## src/rtl/bit_serializer.sv

```systemverilog
`default_nettype none
// ============================================================================
//  Module   : bit_serializer
//  Purpose  : Parallel-to-serial converter (MSB first) with a valid/ready load
//             handshake, a one-word holding buffer for gapless streaming and a
//             programmable clocks-per-bit divider.
//  Revision : 1.0  initial release
// ============================================================================
module bit_serializer #(
    parameter int WIDTH = 8,
    parameter int DIV   = 1
) (
    input  logic             clk,
    input  logic             reset,
    input  logic [WIDTH-1:0] data_in,
    input  logic             load,
    output logic             ready,
    output logic             ser_out,
    output logic             bit_valid,
    output logic             done
);

    // Counter widths; a divide-by-one still keeps a 1-bit counter that
    // simply never leaves zero.
    localparam int c_DIV_W = (DIV > 1) ? $clog2(DIV) : 1;
    localparam int c_BIT_W = $clog2(WIDTH);

    localparam logic [c_DIV_W-1:0] c_DIV_LAST = c_DIV_W'(DIV - 1);
    localparam logic [c_BIT_W-1:0] c_BIT_LAST = c_BIT_W'(WIDTH - 1);

    typedef enum logic [0:0] {
        ST_IDLE  = 1'b0,
        ST_SHIFT = 1'b1
    } state_t;

    state_t             r_state;
    state_t             w_state_nxt;

    logic [WIDTH-1:0]   r_shreg;
    logic [WIDTH-1:0]   w_shreg_nxt;
    logic [c_BIT_W-1:0] r_bit_cnt;
    logic [c_BIT_W-1:0] w_bit_cnt_nxt;
    logic [c_DIV_W-1:0] r_div_cnt;
    logic [c_DIV_W-1:0] w_div_cnt_nxt;
    logic [WIDTH-1:0]   r_hold;
    logic [WIDTH-1:0]   w_hold_nxt;
    logic               r_hold_valid;
    logic               w_hold_valid_nxt;

    logic               w_accept;
    logic               w_div_last;
    logic               w_bit_last;
    logic               w_end_of_word;

    // The producer may load whenever the holding buffer is empty; the shift
    // register itself never back-pressures because the buffer absorbs one word.
    assign ready         = !r_hold_valid && !reset;
    assign w_accept      = load && ready;
    assign w_div_last    = (r_div_cnt == c_DIV_LAST);
    assign w_bit_last    = (r_bit_cnt == c_BIT_LAST);
    assign w_end_of_word = (r_state == ST_SHIFT) && w_div_last && w_bit_last;

    // Output decode from registered state only (no path from load/data_in).
    always_comb begin
        ser_out   = 1'b0;
        bit_valid = 1'b0;
        done      = 1'b0;
        if (r_state == ST_SHIFT) begin
            ser_out   = r_shreg[WIDTH-1];
            bit_valid = w_div_last;
            done      = w_div_last && w_bit_last;
        end
    end

    // Next-state and datapath update for the shift engine and holding buffer.
    always_comb begin
        w_state_nxt      = r_state;
        w_shreg_nxt      = r_shreg;
        w_bit_cnt_nxt    = r_bit_cnt;
        w_div_cnt_nxt    = r_div_cnt;
        w_hold_nxt       = r_hold;
        w_hold_valid_nxt = r_hold_valid;

        case (r_state)
            ST_IDLE: begin
                // Loads while idle go straight into the shift register.
                if (w_accept) begin
                    w_shreg_nxt   = data_in;
                    w_bit_cnt_nxt = '0;
                    w_div_cnt_nxt = '0;
                    w_state_nxt   = ST_SHIFT;
                end
            end

            ST_SHIFT: begin
                if (w_div_last) begin
                    w_div_cnt_nxt = '0;
                    if (w_bit_last) begin
                        // Word boundary: held word wins, then a same-cycle
                        // load, otherwise the engine goes idle.
                        w_bit_cnt_nxt = '0;
                        if (r_hold_valid) begin
                            w_shreg_nxt      = r_hold;
                            w_hold_valid_nxt = 1'b0;
                        end else if (w_accept) begin
                            w_shreg_nxt = data_in;
                        end else begin
                            w_shreg_nxt = '0;
                            w_state_nxt = ST_IDLE;
                        end
                    end else begin
                        w_shreg_nxt   = {r_shreg[WIDTH-2:0], 1'b0};
                        w_bit_cnt_nxt = r_bit_cnt + 1'b1;
                    end
                end else begin
                    w_div_cnt_nxt = r_div_cnt + 1'b1;
                end

                // Mid-word loads park in the holding buffer; an end-of-word
                // load was already consumed directly above.
                if (w_accept && !w_end_of_word) begin
                    w_hold_nxt       = data_in;
                    w_hold_valid_nxt = 1'b1;
                end
            end

            default: begin
                w_state_nxt = ST_IDLE;
            end
        endcase
    end

    // FSM state register.
    always_ff @(posedge clk) begin
        if (reset) begin
            r_state <= ST_IDLE;
        end else begin
            r_state <= w_state_nxt;
        end
    end

    // Datapath registers: shift register, counters and holding buffer.
    always_ff @(posedge clk) begin
        if (reset) begin
            r_shreg      <= '0;
            r_bit_cnt    <= '0;
            r_div_cnt    <= '0;
            r_hold       <= '0;
            r_hold_valid <= 1'b0;
        end else begin
            r_shreg      <= w_shreg_nxt;
            r_bit_cnt    <= w_bit_cnt_nxt;
            r_div_cnt    <= w_div_cnt_nxt;
            r_hold       <= w_hold_nxt;
            r_hold_valid <= w_hold_valid_nxt;
        end
    end

endmodule
`default_nettype wire

```

## config.mk

```make
export PLATFORM = sky130hd
export DESIGN_NAME = bit_serializer
export DESIGN_NICKNAME = d
export VERILOG_FILES = /design/src/rtl/bit_serializer.sv
export SDC_FILE = /design/constraint.sdc
export NUM_CORES = 1
export LEC_CHECK = 0
export ABC_CLOCK_PERIOD_IN_PS = 2100
export CAP_MARGIN = 20
export CELL_PAD_IN_SITES_DETAIL_PLACEMENT = 1
export CELL_PAD_IN_SITES_GLOBAL_PLACEMENT = 1
export CORE_MARGIN = 4
export CORE_UTILIZATION = 39
export CTS_CLUSTER_DIAMETER = 100
export CTS_CLUSTER_SIZE = 28
export DETAILED_ROUTE_END_ITERATION = 8
export PLACE_DENSITY = 0.82
export SLEW_MARGIN = 20
export SYNTH_ARGS = -nofsm -noshare
export SYNTH_HDL_FRONTEND = slang
export SYNTH_SLANG_ARGS = --single-unit
export TNS_END_PERCENT = 10
```

## constraint.sdc

```tcl
create_clock -name clk -period 2.1 [get_ports clk]
set_clock_uncertainty 0.05 [all_clocks]
set_input_delay 0.21 -clock clk [delete_from_list [all_inputs] [get_ports clk]]
set_output_delay 0.21 -clock clk [all_outputs]
set_load 0.01 [all_outputs]
```

# --- Word-level counts from Yosys, hierarchy flattened ---
# Cells that the tools add are included.
totals:
  register_bits: 22
  output_inout_bits: 4
  wordCells: 51
  in_bits: 11
classes:
  bitwise: 2
  mux: 24
  add_sub_neg: 2
  eq_ne: 4
  reduce_logical: 13
op_table:
  columns: ["cell", "n"]
  rows:
  - ["8-bit 2-to-1 mux", 5]
  - ["8-bit one-hot mux with 2 select lines", 1]
  - ["1-bit 2-to-1 mux", 12]
  - ["3-bit 2-to-1 mux", 3]
  - ["1-bit logical AND", 6]
  - ["3-bit one-hot mux with 2 select lines", 1]
  - ["2-bit inequality test (second input constant)", 2]
  - ["1-bit one-hot mux with 2 select lines", 2]
  - ["2-bit AND reduction", 2]
  - ["3-bit by 1-bit adder with 3-bit output (second input constant)", 1]
  - ["3-bit equality test (second input constant)", 1]
  - ["1-bit logical NOT", 3]
  - ["3-bit AND reduction", 1]
  - ["2-bit by 1-bit inequality test with 1-bit output (second input constant)", 1]
  - ["1-bit inverter", 2]
  - ["2-bit nonzero test", 1]
  - ["1-bit adder (second input constant)", 1]

# --- Depth between registers and ports, before layout ---
logic_depth:
  word_depth: 8
  ltp_mapped: 7
  ltp_nobuf: 6

# --- Worst setup path after synthesis ---
# Ideal clock, no wire load.
synth_timing:
  path_kind: "reg2reg"
  start: "register r_bit_cnt[0]"
  end: "register r_hold[0]"
  path_stages_with_launch: 7
  period_less_slack_ps: 1555
  arrival_ps: 1373
  slack_ps: 545
  path_buffers: 1
  setup_ps: 132
  t_required_ps: 1918
  cell_sequence: "dfxtp_1 ha_1 ha_1 nand2b_1 buf_4 o21ai_0 a21oi_1"
synth_between:
  elab_chain_cells: 5
synth_lines:
  columns: ["element", "line", "source"]
  rows:
  - ["start, declared", "41", "logic [c_BIT_W-1:0] r_bit_cnt;"]
  - ["start signal, assigned", "152", "r_bit_cnt <= w_bit_cnt_nxt;"]
  - ["3-bit equality test", "60", "assign w_bit_last = (r_bit_cnt == c_BIT_LAST);"]
  - ["1-bit logical AND", "61", "assign w_end_of_word = (r_state == ST_SHIFT) && w_div_last && w_bit_last;"]
  - ["1-bit logical NOT", "121", "if (w_accept && !w_end_of_word) begin"]
  - ["1-bit logical AND", "121", null]
  - ["2-bit AND reduction (no line)", null, null]
  - ["end signal, assigned", "154", "r_hold <= w_hold_nxt;"]
  - ["end, declared", "45", "logic [WIDTH-1:0] r_hold;"]
# No other way between the ends.
# A chain may end at the register's enable or synchronous reset.

# --- Worst setup path in the final report ---
layout_timing:
  start: "register r_bit_cnt[0]"
  end: "output done"
layout_between:
  elab_chain_cells: 3
layout_lines:
  columns: ["element", "line", "source"]
  rows:
  - ["3-bit equality test", "60", null]
  - ["1-bit logical AND", "71", "done = w_div_last && w_bit_last;"]
  - ["1-bit 2-to-1 mux", "68", "if (r_state == ST_SHIFT) begin"]
  - ["end, declared", "20", "output logic done"]
# No other way between the ends.

==> flow_summary.toml <==
[detailed_routing]
drcViolationCount = 0
firstDrtPassIters = 4
avgRoutedWirePerCell_um = 15.8
antenna_left = 0
vias = 988
drtIter0Drc = 26
viasPerCell = 5.65
wl_um = 2760

[cts]
cts_tree = "built"
htree_num_levels = 1
postCtsHoldBufs = 0
clock-sinks = 21
clkTransAtPathRegs_ns = 0.12
cts_root_buffer = "clkbuf_4"
cts-buffers-inserted = 3
cts_buffer_depth = 2
clock_latency_ns = 0.30

[logic_synthesis]
synth_warnings = 0
synth-seq-area-share_pct = 40.3
ys_ff_latch = 21
ys_types = 23
syn-cell-area_um2 = 1040
synth.avg_cell_area_um2 = 8.21
syn_nets = 140
syn_inst = 127

[critical_path]
r2r_end = "r_shreg[7]"
cp-end-kind = "output pin"
critPathArrivalTime_ns = 1.75
critPathMaxFanout = 6
crit_type = "reg -> out"
reg2regPathDepth = 6
required_ns = 1.84
worst-r2r-setup-slack_ns = 0.48
start_kind = "flop"
r2r_start = "r_bit_cnt[0]"

[floorplanning]
die_h_um = 59.7
coreArea_um2 = 2520
num_rows = 18
dieArea_um2 = 3560
io_pins = 15
die_w_um = 59.7
start_util_pct = 41.3

[sta]
rsz0062_at_grt = "no"
whs_ns = 0.431
setup_viol = 0
slew_violations = 0
worst_slew_pin_slew_ns = 0.604
hold_violations = 0
finalCriticalPeriod_ns = 2.01
slew_headroom_pct = 59.8
fin_setup_tns_ns = 0
max_freq_mhz = 499
period_share_pct = 95.5
setup_slack_ns = 0.0946

[global_route]
grt_pass1_vias = 1029
grt-ovfl-total = 0
antenna_found_initial = 0
grt_max_degree = 19
grt_pass1_wl_um = 4750
track_usage_pct = 17.4

[pwr]
p_leak_uw = 0.000479
p_total_uw = 750
irDropWorstVdd_mv = 0.342
power.density_nw_per_um2 = 583

[finish]
layout-drive-gt1-share_pct = 11.7
final_common_cell = "dfxtp_1"
area.growth.synth_to_final_pct = 23.3
fin_nets = 159
antennaDiodeCount = 0
mostFrequentLayoutCells = "20 x dfxtp_1, 17 x nand3_1, 16 x o21ai_0"

[hold_path]
holdCritPathClass = "reg -> reg"
hold_path_depth = 2
hp-start = "r_hold[4]"
min_to = "r_hold[4]"

[job]
maxCapViolations = 0

[placed_design]
gp_congestion = 0.740
dp_slack_ns = 0.188
dp_hpwl_um = 2030
io_buffers = 14

[run_status]
outcome = "finished, final reports clean"
-- worst max path at each step --
stage | cells after the start | startpoint | slack (ns) | to
5_1_grt | 5 | r_bit_cnt[0] | 0.005 | done
6_report | 5 | r_bit_cnt[0] | 0.09 | done
3_3_place_gp | 4 | load | 0.27 | r_hold[5]
2_1_floorplan | 6 | r_bit_cnt[0] | 0.54 | r_hold[0]
3_5_place_dp | 4 | load | 0.19 | r_hold[2]
4_1_cts | 5 | r_bit_cnt[0] | 0.03 | done
-- power by group --
| part | switching [uW] | internal [uW] |
|---|---|---|
| Combinational | 64.5 | 65.1 |
| Clock | 120 | 73.8 |
| Sequential | 10.9 | 415 |
| Total | 196 | 554 |
-- layer usage --
| metal | up-vias | share of wire [%] | GRT usage (%) |
|---|---|---|---|
| met5 | - | 0 | 0 |
| met2 | 15 | 52 | 32.1 |
| met3 | 2 | 3.4 | 1.94 |
| met4 | 0 | 0.54 | 3.80 |
| li1 | 493 | - | - |
| met1 | 478 | 45 | 21.5 |
-- critical path, cell delays in order, from the launching register on --
cell and delay (ns):
dfxtp_2 0.37, ha_1 0.19, ha_4 0.17, nand2_1 0.09, inv_1 0.09, clkdlybuf4s50_1 0.54
-- metrics by stage --
step	util (%)	std cells	area, um2
after floorplan	-	127	1040
after global placement	49.4	171	1240
after detailed placement	49.4	171	1240
after CTS	50.5	175	1270
after global routing	50.9	175	1280
final	50.9	175	1280
-- state kept, by name, indices dropped and copies added (netlist names) --
name / cells
r_bit_cnt: 3
r_hold_valid: 1
r_shreg: 8
r_state: 1
r_hold: 8
-- synth_stat cells --
master    count  share of area (%)
a21oi_1      11                5.3
a22oi_1       1               0.72
a31oi_1       8                4.8
and2_1        1               0.60
and2b_1       1               0.72
and3_1        7                4.2
buf_2         1               0.48
buf_4         2                1.4
buf_6         1                1.1
clkbuf_1      7                2.5
dfxtp_1      21                 40
ha_1          2                2.4
inv_1         2               0.72
nand2_1       3                1.1
nand2b_1      3                1.8
nand3_1      17                8.2
nand3b_1     10                7.2
nor2_1        2               0.72
nor2b_1       8                4.8
nor3b_4       1                1.8
o21ai_0      16                7.7
o22ai_1       1               0.60
or3b_1        1               0.84
-- cell type report --
class / instances / area, um2
inverter: 2 / 7.51
fill: 317 / 1240
sequential: 21 / 422
multi-input combinational: 93 / 569
clock buffer: 4 / 26.3
timing repair buffer: 25 / 223
tap: 30 / 37.5
-- cells by family (layout without fill, tap and decap cells) --
group | after synthesis | count (layout) | synth area share (%)
AND/OR/NAND/NOR | 54 | 54 | 31.9
AO/OA/AOI/OAI | 37 | 37 | 19.1
flip-flops | 21 | 21 | 40.3
adder cells (fa/ha/maj) | 2 | 2 | 2.40
buffers and inverters | 13 | 31 | 6.24
-- repair_timing --
item,4_1_cts,5_1_grt
gates resized for setup,2,1
endpoints found under the setup margin,1,1
setup buffers,0,0
Note: power is estimated with default switching activity, not from simulation.
